===== src/rtl/rv32i_multiplier_unit_pkg.sv =====
// rv32i_multiplier_unit_pkg: shared state encoding and widths for the shift-add multiplier
package rv32i_multiplier_unit_pkg;
  typedef enum logic [1:0] {MulIdle, MulCompute, MulDone, MulWaitRelease} mul_state_t;
  localparam int MUL_OPERAND_WIDTH = 16;
  localparam int MUL_RESULT_WIDTH = 32;
endpackage


===== src/rtl/rv32i_multiplier_unit_pp_gen.sv =====
// rv32i_multiplier_unit_pp_gen: sum of shifted multiplicand copies selected by a slice of multiplier bits
module rv32i_multiplier_unit_pp_gen #(
  parameter int WIDTH = 32,
  parameter int BITS_PER_CYCLE = 2
) (
  input  logic [WIDTH-1:0]          mcand,
  input  logic [BITS_PER_CYCLE-1:0] mplier_bits,
  output logic [WIDTH-1:0]          pp
);
  // one shifted copy of the multiplicand per set multiplier bit
  always_comb begin
    pp = '0;
    for (int j = 0; j < BITS_PER_CYCLE; j++) pp = pp + (mplier_bits[j] ? mcand << j : '0);
  end
endmodule


===== src/rtl/rv32i_multiplier_unit.sv =====
// rv32i_multiplier_unit: multicycle unsigned radix-2^BITS_PER_CYCLE shift-add multiplier
module rv32i_multiplier_unit
  import rv32i_multiplier_unit_pkg::*;
#(
  parameter int OPERAND_WIDTH = MUL_OPERAND_WIDTH,
  parameter int BITS_PER_CYCLE = 2,
  parameter bit EARLY_TERMINATE = 1'b0
) (
  input  logic                       i_clk,
  input  logic                       i_rst,
  input  logic                       i_multiplier_en,
  input  logic [OPERAND_WIDTH-1:0]   i_multiplier_operand_one,
  input  logic [OPERAND_WIDTH-1:0]   i_multiplier_operand_two,
  output logic                       o_multiplier_valid,
  output logic [2*OPERAND_WIDTH-1:0] o_multiplier_result,
  output logic                       o_multiplier_busy
);
  localparam int RW = 2 * OPERAND_WIDTH;
  localparam int ITER = OPERAND_WIDTH / BITS_PER_CYCLE;
  localparam int CW = ITER > 1 ? $clog2(ITER) : 1;
  if (OPERAND_WIDTH % BITS_PER_CYCLE != 0) begin : g_bad_bpc
    $error("BITS_PER_CYCLE must divide OPERAND_WIDTH");
  end
  mul_state_t state, state_n;
  logic [RW-1:0] mcand, acc, acc_n, pp;
  logic [OPERAND_WIDTH-1:0] mplier;
  logic [CW-1:0] cnt;
  logic last, finish;
  rv32i_multiplier_unit_pp_gen #(.WIDTH(RW), .BITS_PER_CYCLE(BITS_PER_CYCLE)) u_pp_gen (
    .mcand(mcand),
    .mplier_bits(mplier[BITS_PER_CYCLE-1:0]),
    .pp(pp)
  );
  assign acc_n = acc + pp;
  assign last = cnt == CW'(ITER - 1) || (EARLY_TERMINATE && (mplier >> BITS_PER_CYCLE) == '0);
  assign finish = state == MulCompute && i_multiplier_en && last;
  assign o_multiplier_busy = state != MulIdle;
  // state register
  always_ff @(posedge i_clk) begin
    if (i_rst) state <= MulIdle;
    else state <= state_n;
  end
  // next state: dropping en during COMPUTE aborts, en held after DONE waits for release
  always_comb begin
    state_n = state;
    unique case (state)
      MulIdle:    state_n = i_multiplier_en ? MulCompute : MulIdle;
      MulCompute: state_n = !i_multiplier_en ? MulIdle : last ? MulDone : MulCompute;
      MulDone:    state_n = MulWaitRelease;
      default:    state_n = i_multiplier_en ? MulWaitRelease : MulIdle;
    endcase
  end
  // operand latch, shift-add datapath and output registers
  always_ff @(posedge i_clk) begin
    if (i_rst) begin
      mcand <= '0;
      mplier <= '0;
      acc <= '0;
      cnt <= '0;
      o_multiplier_valid <= 1'b0;
      o_multiplier_result <= '0;
    end else begin
      if (state == MulIdle && i_multiplier_en) begin
        mcand <= RW'(i_multiplier_operand_one);
        mplier <= i_multiplier_operand_two;
        acc <= '0;
        cnt <= '0;
      end
      if (state == MulCompute) begin
        acc <= acc_n;
        mcand <= mcand << BITS_PER_CYCLE;
        mplier <= mplier >> BITS_PER_CYCLE;
        cnt <= cnt + CW'(1);
      end
      o_multiplier_valid <= finish;
      if (finish) o_multiplier_result <= acc_n;
    end
  end
endmodule


===== config.mk =====
export PLATFORM = sky130hd
export DESIGN_NAME = rv32i_multiplier_unit
export DESIGN_NICKNAME = d
export VERILOG_FILES = /design/src/rtl/rv32i_multiplier_unit_pkg.sv /design/src/rtl/rv32i_multiplier_unit_pp_gen.sv /design/src/rtl/rv32i_multiplier_unit.sv
export SDC_FILE = /design/constraint.sdc
export NUM_CORES = 1
export LEC_CHECK = 0
export ABC_AREA = 1
export ABC_CLOCK_PERIOD_IN_PS = 3080
export CELL_PAD_IN_SITES_DETAIL_PLACEMENT = 1
export CELL_PAD_IN_SITES_GLOBAL_PLACEMENT = 1
export CORE_ASPECT_RATIO = 0.75
export CORE_MARGIN = 2
export CORE_UTILIZATION = 37
export DETAILED_ROUTE_END_ITERATION = 10
export GPL_TIMING_DRIVEN = 0
export PLACE_DENSITY_LB_ADDON = 0.1
export SLEW_MARGIN = 10
export SYNTH_ARGS = -nofsm -noshare
export SYNTH_HDL_FRONTEND = slang
export SYNTH_SLANG_ARGS = --single-unit

===== constraint.sdc =====
create_clock -name i_clk -period 3.08 [get_ports i_clk]
set_input_delay 0.462 -clock i_clk [delete_from_list [all_inputs] [get_ports i_clk]]
set_output_delay 0.462 -clock i_clk [all_outputs]
set_load 0.02 [all_outputs]

; Yosys cells after proc, flatten, opt, wreduce, memory -nomap -nowiden
; Cells that the tools add are included.
[totals]
regBits = 118
in_bits = 35
[op_classes]
add_sub_neg = 3
eq_ne = 3
mux = 15
n_reduce_logical = 7
[op_table]
columns = cell, count
row1 = $mux 32, 6
row2 = $add 32x32->32, 2
row3 = $mux 14, 2
row4 = $mux 2, 3
row5 = $mux 3, 2
row6 = $pmux 2 s3, 1
row7 = $reduce_bool 2->1, 2
row8 = $add 3x1->3 const B, 1
row9 = $eq 3x3->1 const B, 1
row10 = $logic_and 1x1->1, 3
row11 = $eq 2x1->1 const B, 1
row12 = $eq 2x2->1 const B, 1
row13 = $logic_not 2->1, 1
row14 = $reduce_or 2->1, 1
row15 = $mux 1, 1

; Logic depth before layout (Yosys ltp)
; Gate-level depths: netlist (run 1).
[depth]
ltp_word = 4
mapped_depth = 20
ltp_nobuf = 18

; Modules after synthesis
; From an unflattened synthesis (run 1), not the netlist that was laid out.
[hier_totals]
hier_cells = 1680
hier_area_um2 = 9628.0
[by_module_without_submodules]
columns = mod, n_inst, cells_each, area_per_inst_um2
row1 = rv32i_multiplier_unit, 1, 1087, 6892.9
row2 = rv32i_multiplier_unit_pp_gen, 1, 593, 2735.1

; Worst setup path before layout (run 1)
; OpenSTA, ideal clock, no wires.
[synth_timing]
kind = register -> register
start = register mplier[0]
end = register o_multiplier_result[25]
setup_ps = 109
arrival_ps = 2783
setup_slack_ps = 188
stages_incl_launch_ff = 20
n_path_buf = 2
cell_sequence = dfxtp_1 clkbuf_2 clkbuf_1 nand2_1 fa_1 inv_1 ha_1 fa_1 nand3_1 nand3_1 nand2_1 nand2_1 nand2_1 nand2_1 nand2_1 nand3_1 nand2_1 nand2_1 nand2_1 inv_1
[synth_between]
elab_chain_len = 3
[synth_rtl]
columns = element, line_no
row1 = from (decl), rv32i_multiplier_unit.sv:26  ; logic [OPERAND_WIDTH-1:0] mplier;
row2 = from (signal assigned), rv32i_multiplier_unit.sv:65  ; mplier <= i_multiplier_operand_two;
row3 = from (signal assigned), rv32i_multiplier_unit.sv:72  ; mplier <= mplier >> BITS_PER_CYCLE;
row4 = $mux 32, rv32i_multiplier_unit_pp_gen.sv:13  ; for (int j = 0; j < BITS_PER_CYCLE; j++) pp = pp + (mplier_bits[j] ? mcand << j : '0);
row5 = $add 32x32->32, rv32i_multiplier_unit_pp_gen.sv:13
row6 = $add 32x32->32, rv32i_multiplier_unit.sv:34  ; assign acc_n = acc + pp;
row7 = to (signal assigned), rv32i_multiplier_unit.sv:76  ; if (finish) o_multiplier_result <= acc_n;
row8 = to (decl), rv32i_multiplier_unit.sv:15  ; output logic [2*OPERAND_WIDTH-1:0] o_multiplier_result,
; No other way between the ends.
; A chain may end at the register's enable or synchronous reset.

; Worst setup path in the final report (run 1)
[layout_timing]
start = register mplier[0]
end = register o_multiplier_result[29]
; The elaborated chain is that of the path after synthesis.

==> flow_results.org, run 1 <==
** Logic synthesis
- The synthesized netlist occupies a cell area of 7800 um^2.
- In this run, synthesis inferred 0 flip-flops with an integrated enable.
- Summed over all instances, the cell type with the most area after synthesis is dfxtp_1.
- Fraction of registers with async set/reset :: 0%
- The share of synthesized area in the top cell type comes to 30.3%.
- Post-synthesis instance total :: 1,227
- Post-synthesis net count :: 1,326
- After synthesis the netlist holds a flip-flop and latch count of 118.
- Yosys attributes the largest share of cell area to dfxtp_1 (30%), nand2_1 (23%), inv_1 (9.7%).
- In this run the mean area of a mapped cell was 6.36 um^2.
- Portion of the post-synthesis area used by sequential elements :: 30.3%
- Yosys printed 0 warnings.
- Most frequently used flop master after synthesis :: dfxtp_1
- After synthesis, the netlist uses 29 different library cells.

** Floorplanning
- Num rows :: 45
- After floorplanning, the core was sized to cover 20,400 um^2.
- Vertical extent of the die :: 130 um
- Overall die area :: 22,300 um^2
- Initial standard-cell utilization of the core :: 38.2%
- 69 I/O pins were placed.
- From left edge to right edge, the die measures 172 um.

** Worst setup path
- Setup crit end kind :: flip-flop
- In this run the worst path has a maximum fanout of 6.
- At the worst endpoint, the required time is 3410 ps.
- Data on the critical path arrives at its endpoint at 3310 ps.
- Critical path launch point type :: flip-flop
- The worst setup path is of the reg -> reg kind.

** Placement
- Buffers placed on the I/O ports in this run total 68.
- Final estimated routing congestion in global placement :: 0.854
- Area of placed instances :: 8830 um^2
- Detailed placer's ending HPWL :: 20,600 um
- Post-Place Cells :: 1,577

** Drt
- Via density :: 4.92
- In the final routed layout, each cell accounts on average for 17.2 um.
- After the first detailed-routing iteration, the DRC count stood at 463.
- Vias post-DR :: 7,954
- Count of TritonRoute iterations in the first routing pass :: 5
- Summed over all layers, the routed wires come to 27,800 um.
- Routed Antenna Nets :: 0
- For this run, design rule violations remaining after detail routing come to 0.

** Finish
- Fin cells :: 1,618
- Growth of design area from synthesis to finish :: 28.8%
- The filler cells instantiated in the layout total 2,646.
- Share of cells above drive strength 1 :: 12.4%
- 0 antenna diodes ended up in the layout.
- Post-layout net count :: 1,422
- Fin area :: 10,000 um^2

** STA
- Final critical-path required period :: 2980 ps
- The count of endpoints failing hold in the final timing report came to 0.
- Largest clock skew in the final design :: 13.4 ps
- The worst pin sits at a relative slew slack of 56.3%.
- At the pin with the least slew margin, the transition time is 655 ps.
- Number of setup violations in the final report :: 0
- Achievable Freq :: 336 MHz
- The number of pins with negative max-slew slack in the final report was 0.
- Of the available clock period, the critical path in the final layout requires 96.7%.

** GRT
- The initial antenna violation count came to 0.
- The first global-routing pass estimated 43,300 um of wire.
- Entering global routing, the biggest net connects 17 pins.
- Total congestion overflow after global routing :: 0
- Number of global-route vias before repair :: 8,011
- Across every metal layer, demand over resource in global routing totals 25.7%.

** Clocking
- CTS placed an instance of clkbuf_16 at the clock tree root.
- Clock Pin Slew Worst Setup and Hold Paths :: 60 ps
- The tree built by TritonCTS fans out to 118 sinks.
- The H-tree was split into 4 levels.
- Clock latency on the worst-skew pair :: 440 ps
- Clock buffer count from CTS :: 17
- Maximum number of buffers from clock root to sink :: 2
- TritonCTS built the clock tree.

** Pwr
- The worst-case IR drop observed on VDD is 0.289 mV.
- In this run the static leakage power is 5.16 nW.
- PwrDens :: 423 nW/um^2

** Outcome
- Run status :: completed

** Flow run
- Max-cap violations in this run came to 0.

** Worst hold path
- Path type of the worst min-delay path :: reg -> reg
[registers in the layout, indices dropped and copies added (netlist names)]
signal               count
mcand                   32
cnt                      3
o_multiplier_valid       1
state                    2
o_multiplier_result     32
mplier                  16
acc                     32
[synth_stat cells (4+ instances only)]
cell type / n
nand2_1: 474
inv_1: 202
dfxtp_1: 118
nor2_1: 104
a21oi_1: 75
ha_1: 33
nand3_1: 32
fa_1: 31
a31oi_1: 28
clkbuf_1: 24
o21ai_0: 22
o21ai_1: 16
xor2_1: 16
buf_4: 10
buf_2: 9
nand3b_1: 6
nor3_1: 4
[path summary, 6_finish.rpt]
check        startpoint                 endpoint  slack, ps  cells after the start
max           mplier[0]  o_multiplier_result[29]        100                     17
min          mplier[15]               mplier[15]        470                      2
max reg2reg   mplier[0]  o_multiplier_result[29]        100                     17
min reg2reg  mplier[15]               mplier[15]        470                      2
[area by class of cell]
cell class | count | area (um^2) | area share, %
clock inverter | 15 | 216 | 2.15
sequential | 118 | 2360 | 23.5
buffer | 46 | 280 | 2.79
inverter | 204 | 766 | 7.62
multi-input combinational | 859 | 4890 | 48.7
clock buffer | 17 | 425 | 4.23
tap | 282 | 353 | 3.51
timing repair buffer | 77 | 748 | 7.45
[per-stage QoR]
step	worst slack [ps]	util [%]	hold slack (ps)	power (W)	setup TNS, ps
after global placement	-664	43.2	450	0.00198	-15130
after floorplan	188	-	433	0.00183	0
after CTS	2.48	47.0	471	0.00427	0
after detailed placement	-706	43.2	458	0.00199	-16970
final	102	49.2	469	0.00425	0
after global routing	-23.2	49.2	489	0.00439	-132
[cell families (layout without fill, tap and decap cells)]
family / count (synthesis) / count (layout) / synth area share [%]
buffers and inverters: 250 / 359 / 12.7
AOI/OAI and AO/OA: 145 / 145 / 9.88
DFF: 118 / 118 / 30.3
xor gates and xnor gates: 18 / 18 / 2.02
and+or+nand+nor: 632 / 632 / 31.9
adders and majority gates: 64 / 64 / 13.3
[cell usage in the layout (no fill, tap or decap), types with 5 or more instances in the layout]
master	n
clkbuf_1	18
clkdlybuf4s50_1	68
nand3_1	28
a21oi_1	69
clkbuf_16	17
buf_4	19
a31oi_1	28
ha_2	9
nor2_2	15
dfxtp_1	116
inv_1	202
o21ai_1	16
ha_4	15
nand2_2	32
ha_1	9
nand2_1	444
xor2_1	13
o21ai_0	22
nand3b_1	6
nand3_2	5
fa_1	29
nor2_1	90
buf_2	9
[where the power goes]
part           leakage, nW  internal, W  switching, W
Sequential           0.958      0.00157     0.0000370
Clock                0.312      0.00138      0.000880
Combinational         3.89     0.000154      0.000242
Total                 5.16      0.00310       0.00116
[per-layer routing]
layer	wire [um]	vias up	track usage, %
met5	0	-	0
met4	205	0	4.84
li1	-	3916	-
met3	1330	21	4.22
met2	12000	157	39.5
met1	14200	3860	38.3
[critical path, cell delays in order (launching register included)]
cell      delay (ps)
dfxtp_2          320
buf_6            130
clkbuf_8         140
buf_4            140
nand2_1           50
inv_1             50
fa_1             520
ha_2             320
nand2_2          130
inv_1             50
a21oi_1          180
nand2_1          120
a21oi_2          270
nand3_2          160
nand2_2          110
nand2_1           80
nand2_1           90
inv_1             40
[what timing repair did]
item | in CTS | in global routing
hold buffers | 0 | 0
endpoints found under the setup margin | 50 | 44
pin swaps | 4 | 18
setup buffers | 5 | 4
gates cloned | 0 | 0
gates resized for setup | 33 | 89
No activity file was read; power rests on OpenSTA's default activity.
==> run 2, diff against run 1 <==
--- a/config.mk
+++ b/config.mk
@@ -14,7 +14,8 @@
 export CORE_UTILIZATION = 37
 export DETAILED_ROUTE_END_ITERATION = 10
 export GPL_TIMING_DRIVEN = 0
-export PLACE_DENSITY_LB_ADDON = 0.1
+export HOLD_SLACK_MARGIN = 0.06
+export PLACE_DENSITY = 0.83
 export SLEW_MARGIN = 10
 export SYNTH_ARGS = -nofsm -noshare
 export SYNTH_HDL_FRONTEND = slang
==> run 2 against run 1 <==
Compared with the run above: cell count decreased by 0.25%; die area did not move; register-to-register slack got worse by 20 ps; clock skew shrank 2.4 ps; wire length is 3.2% higher; combinational power up 3%; critical path type unchanged; critical endpoint is now acc[29].
==> flow_results.org, run 2 (synthesis gave the netlist of run 1 again) <==
** Finish
- Filler cells :: 2,658
- Share of cells above drive strength 1 :: 11.0%
- Once layout is complete, the utilization of the core stands at 48.5%.
- Footprint of the multi-input gates :: 4850 um^2
- Relative to the synthesized area, the layout overhead comes to 27.0%.
- Post-layout net count :: 1,419
- Leaving out fill and tap cells, the most frequent cell in the layout is nand2_1.
- Commonest cells after routing, fill and taps aside :: nand2_1 (447), inv_1 (202), dfxtp_1 (116)
- Combined flip-flop and latch cell area :: 2360 um^2
- 0 antenna diodes ended up in the layout.
- Fin cells :: 1,614
- The largest registers in the layout are acc: 32 flops, mcand: 32 flops, o_multiplier_result: 32 flops.

** STA
- Number of setup violations in the final report :: 0
- Fin. Hold Viols :: 0
- Relative slew slack :: 48.8%
- Final critical-path required period :: 3000 ps
- Fin crit share :: 97.4%
- Based on the critical path, the design can be clocked at up to 333 MHz.
- Final slew viol count :: 0
- For the pin with the worst max-slew slack, the measured transition is 768 ps.
- Largest clock skew in the final design :: 10.9 ps

** Worst hold path
- The path class of the tightest hold or removal check is reg -> reg.

** Floorplanning
- Num rows :: 45
- Chip Width :: 172 um
- Area of the core region :: 20,400 um^2
- Initial standard-cell utilization of the core :: 38.2%
- In this run the count of I/O pins placed on the die edge is 69.
- Vertical extent of the die :: 130 um
- The floorplan step defined a die boundary enclosing 22,300 um^2.

** Drt
- Avg WL per Cell :: 17.8 um
- After detailed routing, the number of vias per cell comes to 5.05.
- Count of TritonRoute iterations in the first routing pass :: 5
- For this run, design rule violations remaining after detail routing come to 0.
- Routed Antenna Nets :: 0
- For this block, the via count after detailed routing is 8,144.
- The routed design has 28,700 um of wire.
- First DRT Iteration DRCs :: 473

** Placement
- Final estimated routing congestion in global placement :: 0.912
- Input and output buffers added on the ports amount to 68.
- Post-Place Cells :: 1,577
- Detailed placement finished with a half-perimeter wire length of 20,700 um.

** Clocking
- The H-tree generated during clock tree synthesis spans 4 levels.
- Buffers inserted during clock tree synthesis total 17.
- Clock latency on the worst-skew pair, taken at its later pin, is 440 ps.
- Hold repair after CTS inserted 0 buffers.
- In this run the clock root is driven by a clkbuf_16.
- Clock-pin slew was measured on the worst setup and hold paths at 70 ps.
- Counting every sink on the clock net gives 118.
- No sink is reached through more buffers than the 2 on the longest clock path.
- Clock tree from TritonCTS :: yes

** GRT
- Wire length of the first global-routing pass :: 44,600 um
- Entering global routing, the biggest net connects 17 pins.
- After global routing the overflow that remains totals 0.
- Number of antenna violations at the first check in global routing :: 0
- For this run, the total global-route usage over all layers was measured as 26.3%.
- Number of global-route vias before repair :: 8,428

** Outcome
- Run status :: completed

** Pwr
- Peak ir drop on the vdd network :: 0.279 mV
- In this run the static leakage power is 5.13 nW.
- Dividing total power by cell area gives a power density of 403 nW/um^2.
- Total power for the finished layout comes to 0.00399 W.

** Flow run
- The tool flagged a number of max-cap violations equal to 0.

** Worst setup path
- Highest fanout seen on the critical path :: 10
- The critical path is of the reg -> reg type.
- Setup crit end kind :: flip-flop
- For the worst setup path, the data required time is 3450 ps.
- STA classifies the critical path startpoint as a flip-flop.
- Data arrives at the worst endpoint at 3370 ps.
==> run 2: cell types whose count changed in the layout (fill, tap and decap cells not counted), sizes merged <==
cell,change
inv,-2
clkbuf,-2
clkinvlp,+4
clkinv,-1
bufinv,-3
==> run 2: worst max-delay path, cell delays in order (launching register included) <==
cell and delay, ps:
dfxtp_2 340, buf_8 120, clkbuf_16 160, nand2_1 90
fa_1 520, inv_1 70, ha_4 180, fa_2 360
nand3_2 110, nand3_4 90, nand3_2 70, nand3b_1 180
nand2_2 160, nand2_1 90, nand2_2 120, nand3_2 80
a21oi_2 160
==> run 2: worst paths after layout <==
path,startpoint,end,slack [ps],cells after the start
min reg2reg,mplier[15],mplier[15],480,2
min,mplier[15],mplier[15],480,2
max reg2reg,mplier[0],acc[29],80,16
max,mplier[0],acc[29],80,16
==> run 2: final cells by class <==
| cell class | instances | area share, % |
|---|---|---|
| Timing Repair Buffer | 74 | 7.32 |
| Tap cell | 282 | 3.56 |
| Buffer | 46 | 2.97 |
| Clock buffer | 18 | 4.33 |
| Sequential cell | 118 | 23.9 |
| Inverter | 204 | 7.73 |
| Multi-Input combinational cell | 859 | 48.9 |
| Clock inverter | 13 | 1.29 |
==> run 2: stage by stage <==
step | setup TNS, ps | setup WS, ps | cell area [um^2] | hold slack (ps)
3_3_place_gp | -11740 | -619 | 8830 | 449
3_5_place_dp | -17020 | -732 | 8830 | 459
4_1_cts | 0 | 9.60 | 9510 | 481
6_report | 0 | 80.8 | 9910 | 483
2_1_floorplan | 0 | 188 | 7800 | 433
5_1_grt | -252 | -56.6 | 9910 | 507
==> run 2: what timing repair did <==
action                                  4_1_cts  5_1_grt
endpoints found under the setup margin       54       39
resized for setup                            30       81
setup buffers                                 3        3
pin swaps                                     5       14
==> run 2: routing by layer <==
layer | part of all wire, % | GRT usage, %
met4 | 1.7 | 6.98
met1 | 47 | 36.7
met2 | 46 | 42.4
met5 | 0 | 0
met3 | 5.9 | 4.46
==> run 2: report_power, final <==
group / internal, W / switching [W]
Sequential: 0.00157 / 0.0000371
Clock: 0.00111 / 0.000865
Combinational: 0.000160 / 0.000248
